File: config.mk
export PLATFORM = sky130hd
export DESIGN_NAME = uart_tx_arbiter
export DESIGN_NICKNAME = d
export VERILOG_FILES = /design/src/rtl/uart_tx_arbiter.sv
export SDC_FILE = /design/constraint.sdc
export NUM_CORES = 1
export LEC_CHECK = 0
export CORE_MARGIN = 2
export CORE_UTILIZATION = 58
export DETAILED_ROUTE_END_ITERATION = 7
export GPL_TIMING_DRIVEN = 1
export HOLD_SLACK_MARGIN = 0.1
export PLACE_DENSITY_LB_ADDON = 0.1
export SYNTH_ARGS = -nofsm -noshare
export SYNTH_HDL_FRONTEND = slang
export SYNTH_SLANG_ARGS = --single-unit
File: constraint.sdc
create_clock -name i_clk -period 10.4 [get_ports i_clk]
set_input_delay 1.04 -clock i_clk [delete_from_list [all_inputs] [get_ports i_clk]]
set_output_delay 1.04 -clock i_clk [all_outputs]
set_load 0.01 [all_outputs]
File: src/rtl/uart_tx_arbiter.sv
// Round-robin arbiter sharing one UART transmitter among NUM_REQ byte requesters; times each
// frame from the line configuration. Optional packet lock enabled by `define UART_ARB_LOCK_EN.
module uart_tx_arbiter #(
    parameter int unsigned NUM_REQ      = 4,
    parameter int unsigned GUARD_CYCLES = 2
) (
    input  logic                 i_clk,
    input  logic                 i_reset,
    input  logic [NUM_REQ-1:0]   i_req,
    input  logic [NUM_REQ*8-1:0] i_req_data,
    input  logic [NUM_REQ-1:0]   i_req_lock,
    input  logic                 i_parity_sel,
    input  logic                 i_stop_sel,
    input  logic [11:0]          i_baud_divisor,
    output logic [NUM_REQ-1:0]   o_ack,
    output logic                 o_tx_valid_out,
    output logic [7:0]           o_tx_data_out,
    output logic [2:0]           o_grant_id,
    output logic                 o_busy
);

    localparam int unsigned PtrW = $clog2(NUM_REQ);
    localparam int unsigned IdxW = PtrW + 1;
    localparam int unsigned GapW = (GUARD_CYCLES > 1) ? $clog2(GUARD_CYCLES) : 1;
    localparam logic [GapW-1:0] GapLoad = (GUARD_CYCLES > 0) ? GapW'(GUARD_CYCLES - 1) : '0;

    localparam logic [1:0] StIdle   = 2'd0;
    localparam logic [1:0] StLaunch = 2'd1;
    localparam logic [1:0] StFrame  = 2'd2;
    localparam logic [1:0] StGap    = 2'd3;

    logic [1:0]         r_state;
    logic [PtrW-1:0]    r_rr_ptr;
    logic [PtrW-1:0]    r_grant;
    logic [7:0]         r_data;
    logic [15:0]        r_frame_cnt;
    logic [GapW-1:0]    r_gap_cnt;

    logic               w_rr_found;
    logic [PtrW-1:0]    w_rr_sel;
    logic [IdxW-1:0]    w_idx;
    logic               w_have;
    logic [PtrW-1:0]    w_sel;
    logic [7:0]         w_sel_data;
    logic [PtrW-1:0]    w_next_ptr;
    logic               w_rr_adv;
    logic               w_to_idle;
    logic [11:0]        w_div;
    logic [3:0]         w_frame_bits;
    logic [15:0]        w_frame_load;
    logic [NUM_REQ-1:0] w_ack;

    // First requester at or after rr_ptr, wrapping modulo NUM_REQ.
    always_comb begin
        w_rr_found = 1'b0;
        w_rr_sel   = '0;
        w_idx      = '0;
        for (int i = 0; i < int'(NUM_REQ); i++) begin
            w_idx = {1'b0, r_rr_ptr} + IdxW'(i);
            if (w_idx >= IdxW'(NUM_REQ)) begin
                w_idx = w_idx - IdxW'(NUM_REQ);
            end
            if (!w_rr_found && i_req[w_idx[PtrW-1:0]]) begin
                w_rr_found = 1'b1;
                w_rr_sel   = w_idx[PtrW-1:0];
            end
        end
    end

`ifdef UART_ARB_LOCK_EN
    logic [4:0] r_lock_cnt;
    logic       r_lock_pend;
    logic       r_lock_grant;
    logic       w_use_lock;
    logic       w_lock_ok;

    assign w_use_lock = r_lock_pend && i_req[r_grant];
    assign w_lock_ok  = i_req_lock[r_grant] && i_req[r_grant] && (r_lock_cnt < 5'd16);
    assign w_have     = w_rr_found;
    assign w_sel      = w_use_lock ? r_grant : w_rr_sel;
    assign w_rr_adv   = !r_lock_grant;

    // r_lock_cnt counts consecutive frames of one requester; a fresh RR grant restarts it at 1.
    always_ff @(posedge i_clk) begin
        if (i_reset) begin
            r_lock_cnt   <= 5'd0;
            r_lock_pend  <= 1'b0;
            r_lock_grant <= 1'b0;
        end else begin
            if (r_state == StIdle && w_have) begin
                r_lock_grant <= w_use_lock;
            end
            if (r_state == StIdle && (w_have || !i_req[r_grant])) begin
                r_lock_pend <= 1'b0;
            end
            if (r_state == StLaunch) begin
                r_lock_cnt <= r_lock_grant ? r_lock_cnt + 5'd1 : 5'd1;
            end
            if (w_to_idle) begin
                r_lock_pend <= w_lock_ok;
            end
        end
    end
`else
    logic w_unused_lock;

    assign w_unused_lock = ^i_req_lock;
    assign w_have        = w_rr_found;
    assign w_sel         = w_rr_sel;
    assign w_rr_adv      = 1'b1;
`endif

    assign w_sel_data   = i_req_data[{w_sel, 3'b000} +: 8];
    assign w_next_ptr   = (r_grant == PtrW'(NUM_REQ - 1)) ? '0 : r_grant + PtrW'(1);
    assign w_div        = (i_baud_divisor == 12'd0) ? 12'd1 : i_baud_divisor;
    assign w_frame_bits = 4'd10 + {3'd0, i_parity_sel} + {3'd0, i_stop_sel};
    assign w_frame_load = ({12'd0, w_frame_bits} * {4'd0, w_div}) - 16'd1;
    assign w_to_idle    = ((r_state == StFrame) && (r_frame_cnt == 16'd0) && (GUARD_CYCLES == 0))
                       || ((r_state == StGap) && (r_gap_cnt == '0));

    always_ff @(posedge i_clk) begin
        if (i_reset) begin
            r_state     <= StIdle;
            r_rr_ptr    <= '0;
            r_grant     <= '0;
            r_data      <= 8'd0;
            r_frame_cnt <= 16'd0;
            r_gap_cnt   <= '0;
        end else begin
            unique case (r_state)
                StIdle: begin
                    if (w_have) begin
                        r_grant <= w_sel;
                        r_data  <= w_sel_data;
                        r_state <= StLaunch;
                    end
                end
                StLaunch: begin
                    if (w_rr_adv) begin
                        r_rr_ptr <= w_next_ptr;
                    end
                    r_frame_cnt <= w_frame_load;
                    r_state     <= StFrame;
                end
                StFrame: begin
                    if (r_frame_cnt == 16'd0) begin
                        if (GUARD_CYCLES > 0) begin
                            r_gap_cnt <= GapLoad;
                            r_state   <= StGap;
                        end else begin
                            r_state <= StIdle;
                        end
                    end else begin
                        r_frame_cnt <= r_frame_cnt - 16'd1;
                    end
                end
                StGap: begin
                    if (r_gap_cnt == '0) begin
                        r_state <= StIdle;
                    end else begin
                        r_gap_cnt <= r_gap_cnt - GapW'(1);
                    end
                end
                default: r_state <= StIdle;
            endcase
        end
    end

    always_comb begin
        w_ack = '0;
        if (r_state == StLaunch) begin
            w_ack[r_grant] = 1'b1;
        end
    end

    assign o_ack          = w_ack;
    assign o_tx_valid_out = (r_state == StLaunch);
    assign o_tx_data_out  = r_data;
    assign o_grant_id     = 3'(r_grant);
    assign o_busy         = (r_state != StIdle);

endmodule

## Yosys cells after proc, flatten, opt, wreduce, memory -nomap -nowiden

Cells that the tools add are included.

- Bits of input ports: 56
- Register bits after elaboration: 31
- Output and inout bits: 17

- Reductions and logical operators: 17
- Order comparisons: 10
- Multiplexer cells: 34
- Add/sub/neg operators: 13
- Eq/ne operators: 8
- Multiply operators: 1
- Shift operators: 1

Operators with widths:

| kind | number |
|---|---|
| $pmux W16 S2 | 1 |
| $shiftx A32 B6 Y8 | 1 |
| $sub A16 B1 Y16 const B | 2 |
| $mux W2 | 12 |
| $logic_not A16 Y1 | 1 |
| $mul A4 B12 Y16 | 1 |
| $mux W16 | 1 |
| $lt A2 B3 Y1 const B | 5 |
| $logic_not A12 Y1 | 1 |
| $mux W12 | 1 |
| $mux W1 | 11 |
| $ge A3 B3 Y1 const B | 3 |
| $bmux W1 S2 | 4 |
| $pmux W2 S4 | 1 |
| $sub A2 B1 Y2 const B | 4 |
| $add A2 B2 Y3 const B | 2 |
| $eq A2 B2 Y1 const B | 3 |
| $ne A2 B2 Y1 const B | 3 |
| $reduce_and A2 Y1 | 3 |
| $reduce_bool A2 Y1 | 3 |
| $add A4 B1 Y4 | 1 |
| $add A4 B1 Y4 const A | 1 |
| $logic_and A1 B1 Y1 | 4 |
| $mux W4 | 1 |
| other kinds (12) | 14 |

## Logic depth before layout (Yosys ltp)

Gate-level depths: netlist of run 1.

- Depth after elaboration: 16
- Depth in mapped cells: 16
- Gate-level depth less buffers: 15

## Least setup slack after synthesis of run 1

No wires, ideal clock.

- Kind: input port to flip-flop
- Start: input i_parity_sel
- End: register r_frame_cnt[9]
- Arrival: 4.375 ns
- Stages: 16
- Setup slack: 5.885 ns
- Path through: ha_1 -> clkbuf_1 -> nand2_1 -> ha_1 -> inv_1 -> fa_1 -> inv_1 -> fa_1 -> inv_1 -> ha_1 -> o21ai_0 -> o21bai_1 -> a2111oi_0 -> nor3_1 -> mux2i_1 -> o311ai_0

- Cells in the longest elaborated chain, start to end: 5

RTL lines:

| item | RTL line | RTL |
|---|---|---|
| start, declared | 12 | `input logic i_parity_sel,` |
| $add A4 B1 Y4 (2 in series) | 116 | `assign w_frame_bits = 4'd10 + {3'd0, i_parity_sel} + {3'd0, i_stop_sel};` |
| $mul A4 B12 Y16 | 117 | `assign w_frame_load = ({12'd0, w_frame_bits} * {4'd0, w_div}) - 16'd1;` |
| $sub A16 B1 Y16 | 117 |  |
| $pmux W16 S2 | 130 | `unique case (r_state)` |
| end signal, assigned | 142 | `r_frame_cnt <= w_frame_load;` |
| end signal, assigned | 154 | `r_frame_cnt <= r_frame_cnt - 16'd1;` |
| end, declared | 36 | `logic [15:0] r_frame_cnt;` |

No other way between the ends.
A chain may end at the register's enable or synchronous reset.

## Worst setup path in the final report of run 1

- Start: input i_parity_sel
- End: register r_frame_cnt[15]

Same word-level chain as after synthesis.

==> results of run 1 <==
[power groups by stage]
stage | logic [W] | clock network (W) | registers (W)
2_1_floorplan | 0.000492 | 0 | 0.000208
3_3_place_gp | 0.000641 | 0 | 0.000206
6_report | 0.000671 | 0.000100 | 0.000209
4_1_cts | 0.000667 | 0.000100 | 0.000208
5_1_grt | 0.000748 | 0.000104 | 0.000216
3_5_place_dp | 0.000661 | 0 | 0.000210
[cells in the final DEF (no fill, tap or decap), types with 6 or more instances in the layout]
cell type	instances
sky130_fd_sc_hd__nand3_1	6
sky130_fd_sc_hd__a21oi_1	22
sky130_fd_sc_hd__a21o_1	14
sky130_fd_sc_hd__fa_1	20
sky130_fd_sc_hd__nor2_1	48
sky130_fd_sc_hd__nand2_1	41
sky130_fd_sc_hd__ha_1	41
sky130_fd_sc_hd__inv_1	77
sky130_fd_sc_hd__nor3_1	13
sky130_fd_sc_hd__nor2b_1	6
sky130_fd_sc_hd__a31oi_1	6
sky130_fd_sc_hd__clkdlybuf4s50_1	67
sky130_fd_sc_hd__mux2i_1	21
sky130_fd_sc_hd__dfxtp_1	31
sky130_fd_sc_hd__nand2b_1	9
sky130_fd_sc_hd__o21ai_0	19
sky130_fd_sc_hd__clkbuf_8	6
sky130_fd_sc_hd__and2_1	7
sky130_fd_sc_hd__o22ai_1	10
[final timing paths]
path	start	end	slack, ps
setup / recovery	i_parity_sel	r_frame_cnt[15]	5220
hold / removal	o_tx_data_out[5]	o_tx_data_out[5]	450
setup reg to reg	r_state[0]	r_frame_cnt[6]	7640
hold reg to reg	o_tx_data_out[5]	o_tx_data_out[5]	450
[final cells by class]
type	count	share of cell area (%)
multi-input cells	362	61.3
repair buffers	68	14.8
flip-flops and latches	31	13.6
inverters	77	6.32
well taps	77	2.11
clock buffers	6	1.81
clock inverters	1	0.109
[logic make-up (layout without fill, tap and decap cells)]
logic type	after synthesis	count (layout)	share of synthesized area, %
flops	31	31	16.4
other cells	1	1	0.0990
buf+inv	95	152	9.78
compound gates	118	118	22.2
fa+ha+maj	61	61	24.1
simple gates	154	154	20.3
xor+xnor	7	7	1.62
mux	21	21	5.55
[metrics by stage]
step,cells,area [um^2],hold slack [ps]
finish,622,4570,452
global route,622,4570,467
CTS,622,4570,454
detailed placement,615,4490,439
global placement,615,4490,433
floorplan,488,3790,455
[per-layer routing]
| metal | part of all wire [%] | vias to the layer above | routed length, um |
|---|---|---|---|
| li1 | - | 1798 | - |
| met1 | 47 | 1634 | 4110 |
| met2 | 49 | 82 | 4290 |
| met3 | 3.1 | 12 | 278 |
| met4 | 1.7 | 0 | 148 |
| met5 | 0 | - | 0 |
[critical path, stage by stage]
cell and delay (ps):
sky130_fd_sc_hd__clkdlybuf4s50_1 460, sky130_fd_sc_hd__ha_1 650, sky130_fd_sc_hd__nand2_1 120, sky130_fd_sc_hd__ha_1 300, sky130_fd_sc_hd__inv_1 50, sky130_fd_sc_hd__fa_1 520
sky130_fd_sc_hd__inv_1 60, sky130_fd_sc_hd__fa_1 550, sky130_fd_sc_hd__inv_1 50, sky130_fd_sc_hd__ha_1 240, sky130_fd_sc_hd__a211oi_1 300, sky130_fd_sc_hd__o21ai_0 170
sky130_fd_sc_hd__a21oi_1 330, sky130_fd_sc_hd__o21ai_0 200, sky130_fd_sc_hd__a31oi_1 180, sky130_fd_sc_hd__o221ai_1 110
[flip-flops by register name, indices dropped and copies added (netlist names)]
signal and count:
o_tx_data_out 8, r_frame_cnt 16, r_gap_cnt 1, r_grant 2, r_rr_ptr 2, r_state 2
==> run_results.csv, run 1 <==
group,metric,value,unit
run_status,outcome,"finished, final reports clean",
worst_hold_path,hold_path.class,"register to register",
power,power.share.combinational,68.5,%
floorplan,floorplan.die.width,84.8,um
cts,ctsHtreeMaxLevel,2,
floorplan,ioPinCount,73,
route,remaining_drc_errors,0,
setup_path,setup.worst_path.class,"primary input to register",
placed_design,port_buffers,67,
cts,clkSinkCount,31,
final_layout,synthToLayoutAreaGrowth,20.8,%
logic_synthesis,synth-seq-cells,31,
timing,final-setup-viol-count,0,
timing,fin_setup_tns,0,ps
logic_synthesis,synth_ff_type,"sky130_fd_sc_hd__dfxtp_1",
floorplan,core.rowCount,29,
logic_synthesis,ys_warn_count,0,
final_layout,num-fill-cells,504,
final_layout,final_layout_size_suffix_gt1_share,4.95,%
placed_design,dp_hpwl,6980,um
logic_synthesis,number_of_flops_mapped_to_enable_cells_by_yosys,0,
route,per_cell_via_count_in_the_routed_design,5.67,
logic_synthesis,netlist_top_cells_area,"sky130_fd_sc_hd__dfxtp_1, sky130_fd_sc_hd__ha_1, sky130_fd_sc_hd__fa_1",
run,drv_cap,0,
setup_path,worstPathMaxFanout,24,
timing,rsz0062_at_grt,"no",
worst_hold_path,timing.hold.worst_path_depth,1,
timing,slew_headroom,26.4,%
power,pwr-share-clk,10.2,%
logic_synthesis,yosysUniqueCellTypes,66,
timing,fin_crit,5180,ps
placed_design,gpl.final_weighted_congestion,0.858,
power,p_sw,0.000472,W
logic_synthesis,seq_area_frac_synth,16.4,%
setup_path,r2r.worst_path.cells,7,
floorplan,initial_utilization,60.0,%
route,vias_after_detailed_routing,3526,
timing,achievable-frequency,193,MHz
global_routing,fraction_of_met1_tracks_used_by_global_routing,32.7,%
route,routed_wire_length_per_instance,14.2,um
floorplan,core_area,6310,um^2
global_routing,antenna_violations_before_repair,0,
cts,post_cts.resized_instances,0,
route,initialDrtViolationCount,162,
global_routing,grt_start_max_net_pins,36,
power,power.ir.vdd_worst,0.143,mV
global_routing,first_pass_grt_wire_length,15100,um
global_routing,grt_pass1_vias,3433,
logic_synthesis,syn-num-nets,605,
timing,post_layout_worst_setup_margin,5220,ps
cts,cts_hold_buf,0,
floorplan,design.die.area,7190,um^2
global_routing,busiest_layer,"met2",
final_layout,num_antenna_cells,0,
cts,clock_tree.root_cell,"sky130_fd_sc_hd__clkbuf_8",
power,power-per-cell-area,214,nW/um^2
cts,cts_post_setup_buffers_inserted,0,
timing,finalMaxSlewViolations,0,
route,detailedRoute.firstPassIterationCount,4,
cts,clock_latency_on_the_worst_skew_pair,280,ps
logic_synthesis,synthesized_area,3790,um^2
setup_path,type_of_element_launching_the_critical_path,"primary input",
global_routing,grt_util_met3,3.05,%
setup_path,crit_end_category,"register",
final_layout,final_nets,662,
logic_synthesis,async_flop_share,0,%
final_layout,register_area,621,um^2
setup_path,critical_path_required,10560,ps
placed_design,place_worst_setup_slack,4940,ps
global_routing,grt_use_met2,43.0,%
logic_synthesis,netlist_top_cells_count,"sky130_fd_sc_hd__inv_1, sky130_fd_sc_hd__nor2_1, sky130_fd_sc_hd__ha_1, sky130_fd_sc_hd__nand2_1, sky130_fd_sc_hd__dfxtp_1",
logic_synthesis,yosysTopAreaCellShare,16.4,%
cts,cts.reportedPaths.clkPinSlew,70,ps
timing,period_share,49.8,%
power,report.power.total,0.000980,W
timing,timing.clock.skew,10.7,ps
cts,clock_tree_from_tritoncts,"built",
route,detail_route.wirelength,8830,um
setup_path,arrival,5340,ps
timing,worst-slew-pin-transition,1100,ps
logic_synthesis,syn-instance-count,488,
logic_synthesis,largest_area_contributor_in_the_netlist,"sky130_fd_sc_hd__dfxtp_1",
global_routing,grt_util_all_layers,25.1,%
power,cellInternalPower,0.000508,W
route,final_antenna_net_count,0,
cts,clock_tree_buf_depth,2,
final_layout,multi_input_combinational_cell_area,2800,um^2
power,power.switching_fraction,48.2,%
logic_synthesis,synthMostInstantiatedCell,"sky130_fd_sc_hd__inv_1",
global_routing,gr-total-overflow,0,
cts,tritoncts.num_buffers,5,
timing,endpoints_failing_hold,0,
final_layout,finish.utilization,72.4,%
logic_synthesis,syn-mean-instance-area,7.76,um^2
floorplan,floorplan.die.height,84.8,um
power,power.share.sequential,21.3,%
power,cellLeakagePower,2.17,nW
Power figures use the tool's default switching activity.
==> inputs of run 2 (changes only) <==
--- a/config.mk
+++ b/config.mk
@@ -6,7 +6,7 @@
 export NUM_CORES = 1
 export LEC_CHECK = 0
 export CORE_MARGIN = 2
-export CORE_UTILIZATION = 58
+export CORE_UTILIZATION = 48
 export DETAILED_ROUTE_END_ITERATION = 7
 export GPL_TIMING_DRIVEN = 1
 export HOLD_SLACK_MARGIN = 0.1
==> constraint.sdc (replaced) <==
create_clock -name i_clk -period 4.15 [get_ports i_clk]
set_input_delay 0.415 -clock i_clk [delete_from_list [all_inputs] [get_ports i_clk]]
set_output_delay 0.415 -clock i_clk [all_outputs]
set_load 0.01 [all_outputs]
==> run 2 against run 1 <==
Sequential share of layout area fell by 1.4 points. Largest power group unchanged. Register-to-register slack got worse by 6300 ps. Core utilization down 6.2 points. Sequential cell count stayed put.
==> run_results.csv, run 2 (synthesis results as in run 1) <==
group,metric,value,unit
setup_path,timing.critical_path.from,"i_stop_sel",
route,per_cell_via_count_in_the_routed_design,5.40,
setup_path,crit_end_category,"register",
timing,slew_headroom,30.4,%
cts,clock_tree_from_tritoncts,"built",
timing,worst-slew-pin-transition,1040,ps
final_layout,num_antenna_cells,0,
placed_design,gpl.final_weighted_congestion,0.818,
global_routing,gr-total-overflow,0,
floorplan,floorplan.die.height,92.8,um
timing,timing.clock.skew,4.36,ps
final_layout,top_register,"r_frame_cnt",
cts,clock_latency_on_the_worst_skew_pair,280,ps
placed_design,port_buffers,67,
placed_design,dp_hpwl,7260,um
setup_path,critical_path_required,4280,ps
setup_path,timing.reg2reg.setup_slack,1330,ps
timing,post_layout_worst_setup_margin,187,ps
final_layout,synthToLayoutAreaGrowth,34.4,%
global_routing,antenna_violations_before_repair,0,
cts,tritoncts.num_buffers,5,
power,power-per-cell-area,535,nW/um^2
setup_path,r2r-start,"r_state[0]",
cts,clkSinkCount,31,
worst_hold_path,min_from,"o_tx_data_out[3]",
power,report.power.total,0.00272,W
timing,worst_hold_slack,454,ps
cts,clock_tree_buf_depth,2,
floorplan,ioPinCount,73,
route,final_antenna_net_count,0,
cts,clock_tree.root_cell,"sky130_fd_sc_hd__clkbuf_8",
setup_path,setup.worst_path.end,"r_frame_cnt[15]",
setup_path,r2r.worst_path.cells,7,
global_routing,grt_util_all_layers,22.1,%
timing,rsz0062_at_grt,"no",
setup_path,ff_to_ff_end,"r_frame_cnt[6]",
cts,cts.reportedPaths.clkPinSlew,70,ps
floorplan,design.die.area,8610,um^2
global_routing,first_pass_grt_wire_length,15800,um
route,routed_wire_length_per_instance,13.2,um
timing,endpoints_failing_hold,0,
worst_hold_path,hold_path.class,"register to register",
final_layout,finish.utilization,66.2,%
floorplan,initial_utilization,49.3,%
placed_design,place_worst_setup_slack,-326,ps
route,detailedRoute.firstPassIterationCount,6,
route,initialDrtViolationCount,145,
setup_path,type_of_element_launching_the_critical_path,"primary input",
final_layout,final_common_cell,"sky130_fd_sc_hd__inv_1",
run_status,outcome,"finished, final reports clean",
timing,final-setup-viol-count,0,
final_layout,num-fill-cells,656,
timing,achievable-frequency,252,MHz
setup_path,worstPathMaxFanout,11,
final_layout,final_area,5090,um^2
cts,ctsHtreeMaxLevel,2,
final_layout,largest_register_ff_count,16,
floorplan,core.rowCount,32,
route,remaining_drc_errors,0,
global_routing,grt_pass1_vias,3446,
final_layout,final_layout_size_suffix_gt1_share,15.0,%
final_layout,layout_common_cells,"sky130_fd_sc_hd__inv_1, sky130_fd_sc_hd__clkdlybuf4s50_1, sky130_fd_sc_hd__nor2_1",
placed_design,cell_area_after_placement,4850,um^2
timing,finalMaxSlewViolations,0,
cts,cts_hold_buf,0,
floorplan,core_area,7690,um^2
route,detail_route.wirelength,9170,um
run,drv_cap,0,
route,vias_after_detailed_routing,3751,
floorplan,floorplan.die.width,92.8,um
global_routing,grt_start_max_net_pins,25,
setup_path,setup.worst_path.class,"primary input to register",
power,power.ir.vdd_worst,0.258,mV
final_layout,final_nets,708,
setup_path,arrival,4090,ps
timing,fin_crit,3960,ps
power,cellLeakagePower,2.43,nW
timing,period_share,95.5,%
==> run 2: changes by cell type in the layout (fill, tap and decap cells not counted), moves of 3 or more <==
cell                      change
sky130_fd_sc_hd__ha_4         +4
sky130_fd_sc_hd__o21ai_2      +3
sky130_fd_sc_hd__o21ai_1      +3
sky130_fd_sc_hd__ha_1         -5
sky130_fd_sc_hd__o21ai_0      -6
sky130_fd_sc_hd__buf_4       +45
==> run 2: worst min-delay path by stage <==
stage / end / slack, ps / cells after the start
final: o_tx_data_out[3] / 450 / 1
after global routing: o_tx_data_out[0] / 480 / 1
after CTS: o_tx_data_out[3] / 460 / 1
after detailed placement: o_tx_data_out[1] / 440 / 1
after global placement: o_tx_data_out[3] / 430 / 1
after floorplan: r_gap_cnt / 460 / 2
==> run 2: where the power goes <==
| group | internal [W] | switching (W) |
|---|---|---|
| clock network | 0.000151 | 0.000116 |
| logic | 0.000909 | 0.00102 |
| registers | 0.000409 | 0.000112 |
| total | 0.00147 | 0.00125 |
==> run 2: final cells by class <==
| class | instances | area, um^2 | share of cell area [%] |
|---|---|---|---|
| well taps | 102 | 128 | 2.51 |
| clock buffers | 8 | 100 | 1.97 |
| inverters | 77 | 289 | 5.68 |
| multi-input cells | 362 | 2920 | 57.4 |
| flip-flops and latches | 31 | 621 | 12.2 |
| repair buffers | 114 | 1030 | 20.3 |
==> run 2: critical path, stage by stage <==
cell	delay, ps
sky130_fd_sc_hd__clkdlybuf4s50_1	510
sky130_fd_sc_hd__ha_4	190
sky130_fd_sc_hd__buf_6	150
sky130_fd_sc_hd__nand2_1	60
sky130_fd_sc_hd__ha_1	260
sky130_fd_sc_hd__inv_1	50
sky130_fd_sc_hd__fa_1	530
sky130_fd_sc_hd__inv_1	60
sky130_fd_sc_hd__fa_1	520
sky130_fd_sc_hd__inv_1	40
sky130_fd_sc_hd__ha_2	360
sky130_fd_sc_hd__o21ai_0	100
sky130_fd_sc_hd__nor2_1	100
sky130_fd_sc_hd__a21oi_1	80
sky130_fd_sc_hd__buf_4	150
sky130_fd_sc_hd__o21ai_0	230
sky130_fd_sc_hd__and2_1	160
sky130_fd_sc_hd__o221ai_1	120
==> run 2: layer usage <==
metal | share of wire (%) | wire length (um) | vias up | GRT usage, %
met2 | 48 | 4360 | 74 | 36.8
met5 | 0 | 0 | - | 0
met4 | 0.71 | 65 | 0 | 2.82
li1 | - | - | 1892 | -
met1 | 48 | 4380 | 1777 | 31.1
met3 | 3.9 | 362 | 8 | 3.50
==> run 2: per-stage QoR <==
step	setup TNS [ps]	instances
finish	0	694
global route	0	694
CTS	0	692
detailed placement	-2110	684
global placement	-1460	684
floorplan	0	488
==> run 2: what timing repair did <==
action | CTS | global route
pin swaps | 0 | 9
resized for setup | 3 | 28
setup endpoints to repair | 3 | 10
buffers inserted | 0 | 2
==> inputs of run 3 (changes only) <==
--- a/config.mk
+++ b/config.mk
@@ -8,7 +8,6 @@
 export CORE_MARGIN = 2
 export CORE_UTILIZATION = 48
 export DETAILED_ROUTE_END_ITERATION = 7
-export GPL_TIMING_DRIVEN = 1
 export HOLD_SLACK_MARGIN = 0.1
 export PLACE_DENSITY_LB_ADDON = 0.1
 export SYNTH_ARGS = -nofsm -noshare
==> results of run 3 <==
No change in the layout: final DEF, timing and power equal those of run 2.
